### src/rtl/branch_pkg.sv
// Shared types and encodings for the EX-stage branch resolve unit.
package branch_pkg;

   localparam int XLEN_DEF = 32;

   localparam logic [2:0] F3_BEQ  = 3'b000;
   localparam logic [2:0] F3_BNE  = 3'b001;
   localparam logic [2:0] F3_BLT  = 3'b100;
   localparam logic [2:0] F3_BGE  = 3'b101;
   localparam logic [2:0] F3_BLTU = 3'b110;
   localparam logic [2:0] F3_BGEU = 3'b111;

   typedef enum logic [2:0] {
      S_IDLE     = 3'd0,
      S_CMP      = 3'd1,
      S_EVAL     = 3'd2,
      S_REDIRECT = 3'd3,
      S_FLUSH    = 3'd4
   } br_state_t;

endpackage

### src/rtl/branch_resolve_unit_decide.sv
// Combinational branch decision: condition from funct3 and comparator flags,
// target address, misalignment and link address.
module branch_decide
   import branch_pkg::*;
#(
   parameter int XLEN = XLEN_DEF
) (
   input  logic [2:0]      i_funct3,
   input  logic            i_is_jal,
   input  logic            i_is_jalr,
   input  logic            i_eq,
   input  logic            i_lt,
   input  logic            i_ltu,
   input  logic [XLEN-1:0] i_pc,
   input  logic [XLEN-1:0] i_imm,
   input  logic [XLEN-1:0] i_rs1,
   output logic            o_taken,
   output logic            o_illegal,
   output logic            o_misalign,
   output logic [XLEN-1:0] o_target,
   output logic [XLEN-1:0] o_link_pc
);

   logic            w_cond;
   logic            w_bad_f3;
   logic            w_jump;
   logic [XLEN-1:0] w_sum;

   always_comb begin
      w_cond   = 1'b0;
      w_bad_f3 = 1'b0;
      case (i_funct3)
         F3_BEQ:  w_cond = i_eq;
         F3_BNE:  w_cond = ~i_eq;
         F3_BLT:  w_cond = i_lt;
         F3_BGE:  w_cond = ~i_lt;
         F3_BLTU: w_cond = i_ltu;
         F3_BGEU: w_cond = ~i_ltu;
         default: w_bad_f3 = 1'b1;
      endcase
   end

   // Jump flags override whatever happens to be in funct3.
   assign w_jump    = i_is_jal | i_is_jalr;
   assign o_taken   = w_jump | w_cond;
   assign o_illegal = ~w_jump & w_bad_f3;

   assign w_sum      = (i_is_jalr ? i_rs1 : i_pc) + i_imm;
   assign o_target   = i_is_jalr ? {w_sum[XLEN-1:1], 1'b0} : w_sum;
   assign o_misalign = o_taken & o_target[1];
   assign o_link_pc  = i_pc + XLEN'(4);

endmodule

### src/rtl/branch_resolve_unit.sv
// EX-stage branch/jump resolver: drives the comparator, decides the outcome,
// redirects fetch on taken branches and flushes the younger stages.
//
// state      | meaning
// -----------+--------------------------------------------------------
// S_IDLE     | br_ready high, waiting for a branch/jump request
// S_CMP      | comparator enabled on the captured operands
// S_EVAL     | flags valid; decide, count, pulse link/illegal/misalign
// S_REDIRECT | redirect_valid held until fetch accepts
// S_FLUSH    | flush held for FLUSH_CYCLES cycles
module branch_resolve_unit
   import branch_pkg::*;
#(
   parameter int XLEN         = XLEN_DEF,
   parameter int FLUSH_CYCLES = 2,
   parameter int CNT_W        = 32
) (
   input  logic             clk,
   input  logic             rst,
   input  logic             br_valid,
   output logic             br_ready,
   input  logic [2:0]       br_funct3,
   input  logic             br_is_jal,
   input  logic             br_is_jalr,
   input  logic [XLEN-1:0]  br_pc,
   input  logic [XLEN-1:0]  br_imm,
   input  logic [XLEN-1:0]  rs1_in,
   input  logic [XLEN-1:0]  rs2_in,
   output logic [XLEN-1:0]  cmp_rs1_value,
   output logic [XLEN-1:0]  cmp_rs2_value,
   output logic             enable_branch_cmp,
   input  logic             EQ_flag,
   input  logic             LT_flag,
   input  logic             LTU_flag,
   output logic             redirect_valid,
   input  logic             redirect_ready,
   output logic [XLEN-1:0]  redirect_pc,
   output logic             flush,
   output logic             link_valid,
   output logic [XLEN-1:0]  link_pc,
   output logic             misalign_exc,
   output logic             illegal_br,
   output logic [CNT_W-1:0] branch_count,
   output logic [CNT_W-1:0] taken_count
);

   localparam int FC_W = (FLUSH_CYCLES > 1) ? $clog2(FLUSH_CYCLES) : 1;

   br_state_t        r_state;
   br_state_t        w_next;
   logic [XLEN-1:0]  r_pc;
   logic [XLEN-1:0]  r_imm;
   logic [2:0]       r_funct3;
   logic             r_is_jal;
   logic             r_is_jalr;
   logic [XLEN-1:0]  r_rs1;
   logic [XLEN-1:0]  r_rs2;
   logic [XLEN-1:0]  r_redirect_pc;
   logic [FC_W-1:0]  r_flush_cnt;
   logic [CNT_W-1:0] r_branch_count;
   logic [CNT_W-1:0] r_taken_count;

   logic             w_taken;
   logic             w_illegal;
   logic             w_misalign;
   logic [XLEN-1:0]  w_target;
   logic [XLEN-1:0]  w_link_pc;
   logic             w_is_jump;

   branch_decide #(.XLEN(XLEN)) u_decide (
      .i_funct3   (r_funct3),
      .i_is_jal   (r_is_jal),
      .i_is_jalr  (r_is_jalr),
      .i_eq       (EQ_flag),
      .i_lt       (LT_flag),
      .i_ltu      (LTU_flag),
      .i_pc       (r_pc),
      .i_imm      (r_imm),
      .i_rs1      (r_rs1),
      .o_taken    (w_taken),
      .o_illegal  (w_illegal),
      .o_misalign (w_misalign),
      .o_target   (w_target),
      .o_link_pc  (w_link_pc)
   );

   assign w_is_jump = r_is_jal | r_is_jalr;

   always_ff @(posedge clk) begin
      if (rst) r_state <= S_IDLE;
      else     r_state <= w_next;
   end

   always_comb begin
      w_next            = r_state;
      br_ready          = 1'b0;
      enable_branch_cmp = 1'b0;
      redirect_valid    = 1'b0;
      flush             = 1'b0;
      link_valid        = 1'b0;
      link_pc           = '0;
      misalign_exc      = 1'b0;
      illegal_br        = 1'b0;
      case (r_state)
         S_IDLE: begin
            br_ready = 1'b1;
            if (br_valid) w_next = S_CMP;
         end
         S_CMP: begin
            enable_branch_cmp = 1'b1;
            w_next            = S_EVAL;
         end
         S_EVAL: begin
            link_valid   = w_is_jump;
            link_pc      = w_is_jump ? w_link_pc : '0;
            illegal_br   = w_illegal;
            misalign_exc = w_misalign;
            w_next       = (w_taken && !w_misalign) ? S_REDIRECT : S_IDLE;
         end
         S_REDIRECT: begin
            redirect_valid = 1'b1;
            if (redirect_ready) w_next = S_FLUSH;
         end
         S_FLUSH: begin
            flush = 1'b1;
            if (r_flush_cnt == '0) w_next = S_IDLE;
         end
         default: w_next = S_IDLE;
      endcase
   end

   always_ff @(posedge clk) begin
      if (rst) begin
         r_pc           <= '0;
         r_imm          <= '0;
         r_funct3       <= '0;
         r_is_jal       <= 1'b0;
         r_is_jalr      <= 1'b0;
         r_rs1          <= '0;
         r_rs2          <= '0;
         r_redirect_pc  <= '0;
         r_flush_cnt    <= '0;
         r_branch_count <= '0;
         r_taken_count  <= '0;
      end else begin
         if (r_state == S_IDLE && br_valid) begin
            r_pc      <= br_pc;
            r_imm     <= br_imm;
            r_funct3  <= br_funct3;
            r_is_jal  <= br_is_jal;
            r_is_jalr <= br_is_jalr;
            r_rs1     <= rs1_in;
            r_rs2     <= rs2_in;
         end
         if (r_state == S_EVAL) begin
            r_branch_count <= r_branch_count + CNT_W'(1);
            if (w_taken) r_taken_count <= r_taken_count + CNT_W'(1);
            if (w_taken && !w_misalign) r_redirect_pc <= w_target;
         end
         // Down-counter loaded with the remaining flush cycles after the first.
         if (r_state == S_REDIRECT && redirect_ready)
            r_flush_cnt <= FC_W'(FLUSH_CYCLES - 1);
         else if (r_state == S_FLUSH && r_flush_cnt != '0)
            r_flush_cnt <= r_flush_cnt - FC_W'(1);
      end
   end

   assign cmp_rs1_value = r_rs1;
   assign cmp_rs2_value = r_rs2;
   assign redirect_pc   = r_redirect_pc;
   assign branch_count  = r_branch_count;
   assign taken_count   = r_taken_count;

endmodule

### config.mk
export PLATFORM = sky130hd
export DESIGN_NAME = branch_resolve_unit
export DESIGN_NICKNAME = d
export VERILOG_FILES = /design/src/rtl/branch_pkg.sv /design/src/rtl/branch_resolve_unit_decide.sv /design/src/rtl/branch_resolve_unit.sv
export SDC_FILE = /design/constraint.sdc
export NUM_CORES = 1
export LEC_CHECK = 0
export CORE_MARGIN = 2
export CORE_UTILIZATION = 43
export DETAILED_ROUTE_END_ITERATION = 10
export PLACE_DENSITY = 0.77
export RECOVER_POWER = 100
export SYNTH_ARGS = -nofsm -noshare
export SYNTH_HDL_FRONTEND = slang
export SYNTH_SLANG_ARGS = --single-unit
### constraint.sdc
create_clock -name clk -period 3.2 [get_ports clk]
set_input_delay 0.64 -clock clk [delete_from_list [all_inputs] [get_ports clk]]
set_output_delay 0.64 -clock clk [all_outputs]
set_load 0.01 [all_outputs]
==> impl_results.md, run 1 <==
- RD Place Congestion: 0.920
- Placed instance count: 2110
- Clock Skew: 0.00907 ns
- Crit share post-route: 1.02
- Port-buffer cells: 338
- Levels on crit path: 9
- Proportion of layout cells with a drive suffix above 1: 0.103
- CP Data Required Time: 2.56 ns
- Setup CP Type: flop to primary output
- Register area share after synthesis: 0.405
- Post-synth EDFFs: 0
- Syn_area_per_cell: 7.80 sq um
- Final min period: 3.27 ns
- Final worst setup slack: -0.0715 ns
- DR vias: 11600
- CP max stage delay: 0.33 ns
- Failing checks: capacitance limit, slew limit, setup timing
- Compound-gate portion of the synthesized area: 0.154
- Crit path launch type: flop
- Largest net degree at the start of global routing: 107
- CP arrival: 2.63 ns
- Die H: 168 um
- Final ANT Viol Nets: 0
- Top_reg_cell synth: dfxtp_1
- VDD IR max: 0.361 mV
- DPL Wire Length: 27.7 mm
- Xor/xnor share of the synthesized area: 0.0730
- Leak: 6.68 nW
- YS warnings: 0
- DRC: 0
- Initial Util: 0.439
- Register-to-Register Path Depth: 11
- Total Nets Final: 1989
- Boundary Pins: 339
- Post-synth ARST share: 0
- GRT Total Usage: 0.258
- Cells along the critical path: and4_1, and4_4, nand4_4, nor3_4, and4_4, nand3_2, xor2_1, nor2_2, buf_2
- Clk sink count: 233
- Power Dens Cells: 497 nW/um^2
- Clock transition at the registers of the reported paths: 0.06 ns
- Initial drt markers: 813
- CTS Root Cell: clkbuf_16
- TNS Setup: -0.143 ns
- Slowest CP cell: dfxtp_2
- H-tree Lvls: 1
- Cell variety after synth: 66
- CTS tree: yes
- Most used cell, CP: and4_4
- DIE AREA: 28100 sq um
- Slew @ Worst Pin: 2.17 ns
- Setup violators final: 5
- DR vias/cell: 5.34
- Cells after synthesis: 1475
- Crit path buf inv count: 1
- First-pass GRT wire length: 59.4 mm
- Max Fclk: 306 MHz
- Clock Path Buffers: 3
- Final hold vios: 0
- Area delta synth->final: 41.8%
- Initial antenna violation count: 3
- Mapped Area: 11500 sq um
- Crit path max fanout: 2
- Outcome: finished with violations
- Mux contribution to synthesized area: 0.0309
- Drt total wl: 37.7 mm
- Fin. max-slew vios: 50
- Grt ovf: 0
- Iteration count of the initial detailed-routing pass: 5
- Max transition margin: -0.448
- Yosys reg bits: 233
- Adder-cell share of the synthesized area: 0.0387
- Vias in the first global route: 11281
- Synth Area in Simple Gates: 0.256
- Worst Hold Depth: 2
- Max-cap violations: 1
- Cell row count: 59
- Core area: 26200 sq um
- Post-Syn Nets: 1650
- Drt wl/cell: 17.4 um
- Main combinational cell family by area after synthesis: simple AND/OR/NAND/NOR gates
- Die width: 168 um
- TritonCTS Buffers: 27
- CP top delay family: simple AND/OR/NAND/NOR gates
- Hold crit path type: flop to flop
- Worst-Skew Late Latency: 0.53 ns
- Fin cells: 2171
- Worst Setup End Kind: primary output
- RSZ-0062 raised after global routing: true
-- path summary, 6_finish.rpt --
path / startpoint / end / slack (ns)
worst max-delay path: r_pc[9] / link_pc[31] / -0.07
worst min-delay path: redirect_pc[3] / redirect_pc[3] / 0.45
worst max register to register: r_is_jalr / redirect_pc[27] / 0.02
worst min register to register: redirect_pc[3] / redirect_pc[3] / 0.45
-- cell families after synthesis --
logic type                 Yosys count
buffers and inverters              115
DFF                                233
xor gates and xnor gates            96
AOI/OAI and AO/OA                  321
adders and majority gates           35
muxes                               32
and+or+nand+nor                    643
-- flip-flops by register name, summed over array words and instances (netlist names), 32 cells and up --
name	cells
branch_count	32
cmp_rs1_value	32
cmp_rs2_value	32
r_imm	32
r_pc	32
redirect_pc	32
taken_count	32
-- cells in the mapped netlist (6+ instances only) --
cell type | number | area (sq um)
buf_2 | 21 | 105
and3_1 | 17 | 106
mux2_2 | 28 | 315
or3_1 | 24 | 150
dfxtp_1 | 233 | 4660
and2_1 | 11 | 68.8
a21o_1 | 20 | 150
xnor2_1 | 42 | 368
nor2_1 | 106 | 398
a21oi_1 | 208 | 1040
and4_1 | 8 | 70.1
nand2_1 | 352 | 1320
o21ai_0 | 46 | 230
ha_1 | 34 | 425
nor3_1 | 18 | 90.1
a211oi_1 | 9 | 67.6
a31oi_1 | 6 | 37.5
xor2_1 | 54 | 473
nand3_1 | 34 | 170
nand3b_1 | 9 | 67.6
clkbuf_1 | 61 | 229
nand4_1 | 27 | 169
inv_1 | 24 | 90.1
-- tightest hold or removal path: cells and delay by family, from the launching register on --
family,cells,cell delay [ns]
AO/OA/AOI/OAI,1,0.05
flip-flops,1,0.31
AND/OR/NAND/NOR,1,0.05
-- cells in the final DEF (no fill, tap or decap), drive strengths merged, types with 17 or more instances in the layout --
master and n:
xnor2 42, dfxtp 233, dlygate4sd3 164, a21oi 208
o21ai 50, clkdlybuf4s50 157, mux2 28, ha 34
a21o 21, xor2 54, inv 24, and3 17
nor3 20, nor2 111, clkbuf 51, nand2 353
or3 24, buf 62, nand3 35, nand4 31
-- area by class of cell --
class	instances	area [sq um]
sequential	233	4670
inverter	24	90.1
clock inverter	9	55.1
tap	335	419
timing repair buffer	401	3820
multi-input combinational	1127	6460
clock buffer	39	801
fill	2351	9880
antenna	3	7.51
-- where the power goes --
group          switching, mW  internal (mW)
combinational           1.05          0.809
clock                   1.22           1.73
sequential             0.192           3.12
total                   2.46           5.66
-- routing by layer --
| layer | share of wire | global-route usage | vias to the layer above |
|---|---|---|---|
| met5 | 0 | 0 | - |
| met4 | 0.029 | 0.0866 | 0 |
| met3 | 0.068 | 0.0522 | 68 |
| met2 | 0.48 | 0.441 | 381 |
| met1 | 0.43 | 0.326 | 5454 |
| li1 | - | - | 5697 |
-- timing repair --
action                                  4_1_cts  5_1_grt
gates cloned                                  0        1
pin swaps                                     8       11
gates resized for setup                      38       43
buffers inserted                              2        8
hold buffers                                  0        0
endpoints found under the setup margin       29       33
-- per-stage QoR --
step | instance area [sq um] | power (mW) | hold WS (ns) | utilization | setup WS [ns]
6_report | 16300 | 8.12 | 0.450 | 0.623 | -0.0715
3_5_place_dp | 15400 | 5.27 | 0.443 | 0.588 | 0.00818
5_1_grt | 16300 | 8.50 | 0.474 | 0.623 | -0.175
3_3_place_gp | 15400 | 5.25 | 0.437 | 0.588 | 0.0257
4_1_cts | 16300 | 8.22 | 0.451 | 0.622 | -0.196
2_1_floorplan | 11500 | 4.40 | 0.441 | - | 0.0606
Power figures use the tool's default switching activity.
==> inputs of run 2 (changes only) <==
--- a/config.mk
+++ b/config.mk
@@ -7,6 +7,7 @@
 export LEC_CHECK = 0
 export CORE_MARGIN = 2
 export CORE_UTILIZATION = 43
+export CTS_BUF_LIST = sky130_fd_sc_hd__clkbuf_8
 export DETAILED_ROUTE_END_ITERATION = 10
 export PLACE_DENSITY = 0.77
 export RECOVER_POWER = 100
==> run 2 against run 1 <==
Total power up 0.47%. Clock-buffer cell count rose by 16. Sequential share of layout area is essentially flat. Critical path depth unchanged. The run still ends with capacitance limit, slew limit, setup timing left. Die area stayed put. Worst setup slack improved by 0.015 ns.
==> impl_results.md, run 2 (synthesis gave the netlist of run 1 again) <==
- DPL Wire Length: 27.7 mm
- Drt total wl: 37.6 mm
- Crit share post-route: 1.02
- Hold_buf cts: 0
- Setup CP Type: flop to primary output
- Clk sink count: 233
- Commonest non-fill, non-tap cells in the layout: 350 x nand2_1, 229 x dfxtp_1, 206 x a21oi_1
- Max transition margin: -0.437
- Leak: 6.77 nW
- Crit path launch type: flop
- Power Total: 8.16 mW
- Worst Setup End Kind: primary output
- Total Nets Final: 2002
- CP Data Required Time: 2.56 ns
- Crit path max fanout: 2
- Drt wl/cell: 17.1 um
- Hold crit path type: flop to flop
- Outcome: finished with violations
- Largest net degree at the start of global routing: 107
- Clock Skew: 0.0301 ns
- Clock transition at the registers of the reported paths: 0.06 ns
- Vias in the first global route: 11330
- First-pass GRT wire length: 59.1 mm
- Slowest CP cell: dfxtp_2
- Fin. max-slew vios: 50
- Initial drt markers: 746
- Power Dens Cells: 500 nW/um^2
- Top Usage Layer GRT: met2
- Die H: 168 um
- Met3 usage: 0.0631
- Cells along the critical path: and4_1, and4_4, nand4_4, nor3_4, and4_4, nand3_2, xor2_1, nor2_2, buf_2
- DIE AREA: 28100 sq um
- Hold Slack: 0.447 ns
- Commonest non-fill, non-tap cell in the layout: nand2_1
- DR vias/cell: 5.32
- Initial antenna violation count: 3
- RD Place Congestion: 0.920
- Setup violators final: 3
- Area delta synth->final: 41.9%
- Placed instance count: 2110
- Port-buffer cells: 338
- CP arrival: 2.62 ns
- Max Fclk: 307 MHz
- Grt ovf: 0
- TNS Setup: -0.123 ns
- Most used cell, CP: and4_4
- GRT Total Usage: 0.259
- DRC: 0
- TritonCTS Buffers: 42
- VDD IR max: 0.321 mV
- Final min period: 3.26 ns
- Proportion of layout cells with a drive suffix above 1: 0.112
- DR vias: 11700
- Fin cells: 2198
- Grt met1 use: 0.322
- Boundary Pins: 339
- RSZ-0062 raised after global routing: true
- Dpl ws: 0.00818 ns
- Die width: 168 um
- Clock Path Buffers: 3
- CTS tree: yes
- Worst-Skew Late Latency: 0.56 ns
- H-tree Lvls: 2
- Final ANT Viol Nets: 0
- Design area: 16300 sq um
- Cell row count: 59
- CTS Root Cell: clkbuf_8
- Core area: 26200 sq um
- Slew @ Worst Pin: 2.16 ns
- Final worst setup slack: -0.0569 ns
- Initial Util: 0.439
- CP max stage delay: 0.32 ns
- Final hold vios: 0
- Finished Core Util: 0.623
- Max-cap violations: 1
- Iteration count of the initial detailed-routing pass: 5
- M2 GR Usage: 0.437
- Placed cell area: 15400 sq um
- Failing checks: capacitance limit, slew limit, setup timing
==> run 2: changes by cell type in the layout (fill, tap and decap cells not counted), moves of 2 or more <==
cell             previous run  this run
bufinv_16                   0         2
clkbuf_16                  27         0
ha_2                        3         1
buf_4                      47        44
clkbuf_8                    8        55
dlygate4sd3_1             164       172
and2_0                      2         4
inv_1                      23        33
and2_1                      9         7
clkinvlp_4                  1         4
ha_1                       31        33
clkdlybuf4s50_1           157       146
clkinv_4                    2         0
==> run 2: repair_timing <==
item                                    in CTS  in global routing
cloned                                       0                  1
resized for setup                           57                 27
pin swaps                                    8                 11
setup buffers                                5                  3
endpoints found under the setup margin      30                 32
==> run 2: worst max-delay path, delay by kind of cell (launching register included) <==
| family | cells | cell delay, ns |
|---|---|---|
| AND/OR/NAND/NOR | 7 | 1.40 |
| buffers and inverters | 1 | 0.16 |
| flip-flops | 1 | 0.32 |
| XOR/XNOR | 1 | 0.16 |
==> run 2: path summary, 6_finish.rpt <==
kind,start,endpoint,slack [ns],cells past startpoint
worst max-delay path,r_pc[12],link_pc[31],-0.06,9
worst max register to register,r_is_jalr,redirect_pc[24],0.02,10
worst min register to register,redirect_pc[3],redirect_pc[3],0.45,2
worst min-delay path,redirect_pc[3],redirect_pc[3],0.45,2
==> run 2: final cells by class <==
| type | instances | area (sq um) |
|---|---|---|
| timing repair buffer | 399 | 3780 |
| multi-input combinational | 1127 | 6440 |
| clock inverter | 22 | 163 |
| sequential | 233 | 4670 |
| fill | 2348 | 9870 |
| inverter | 24 | 90.1 |
| antenna | 3 | 7.51 |
| clock buffer | 55 | 757 |
| tap | 335 | 419 |
==> run 2: per-layer routing <==
layer  wire length, um  share of wire
met1             15900           0.42
met2             17900           0.48
met3              2660          0.071
met4              1170          0.031
met5                 0              0
==> run 2: power by group <==
part	switching, mW	leakage (nW)	internal, mW	total (mW)
Sequential	0.193	1.90	3.12	3.32
Clock	1.28	0.500	1.71	3.00
Combinational	1.04	4.38	0.807	1.85
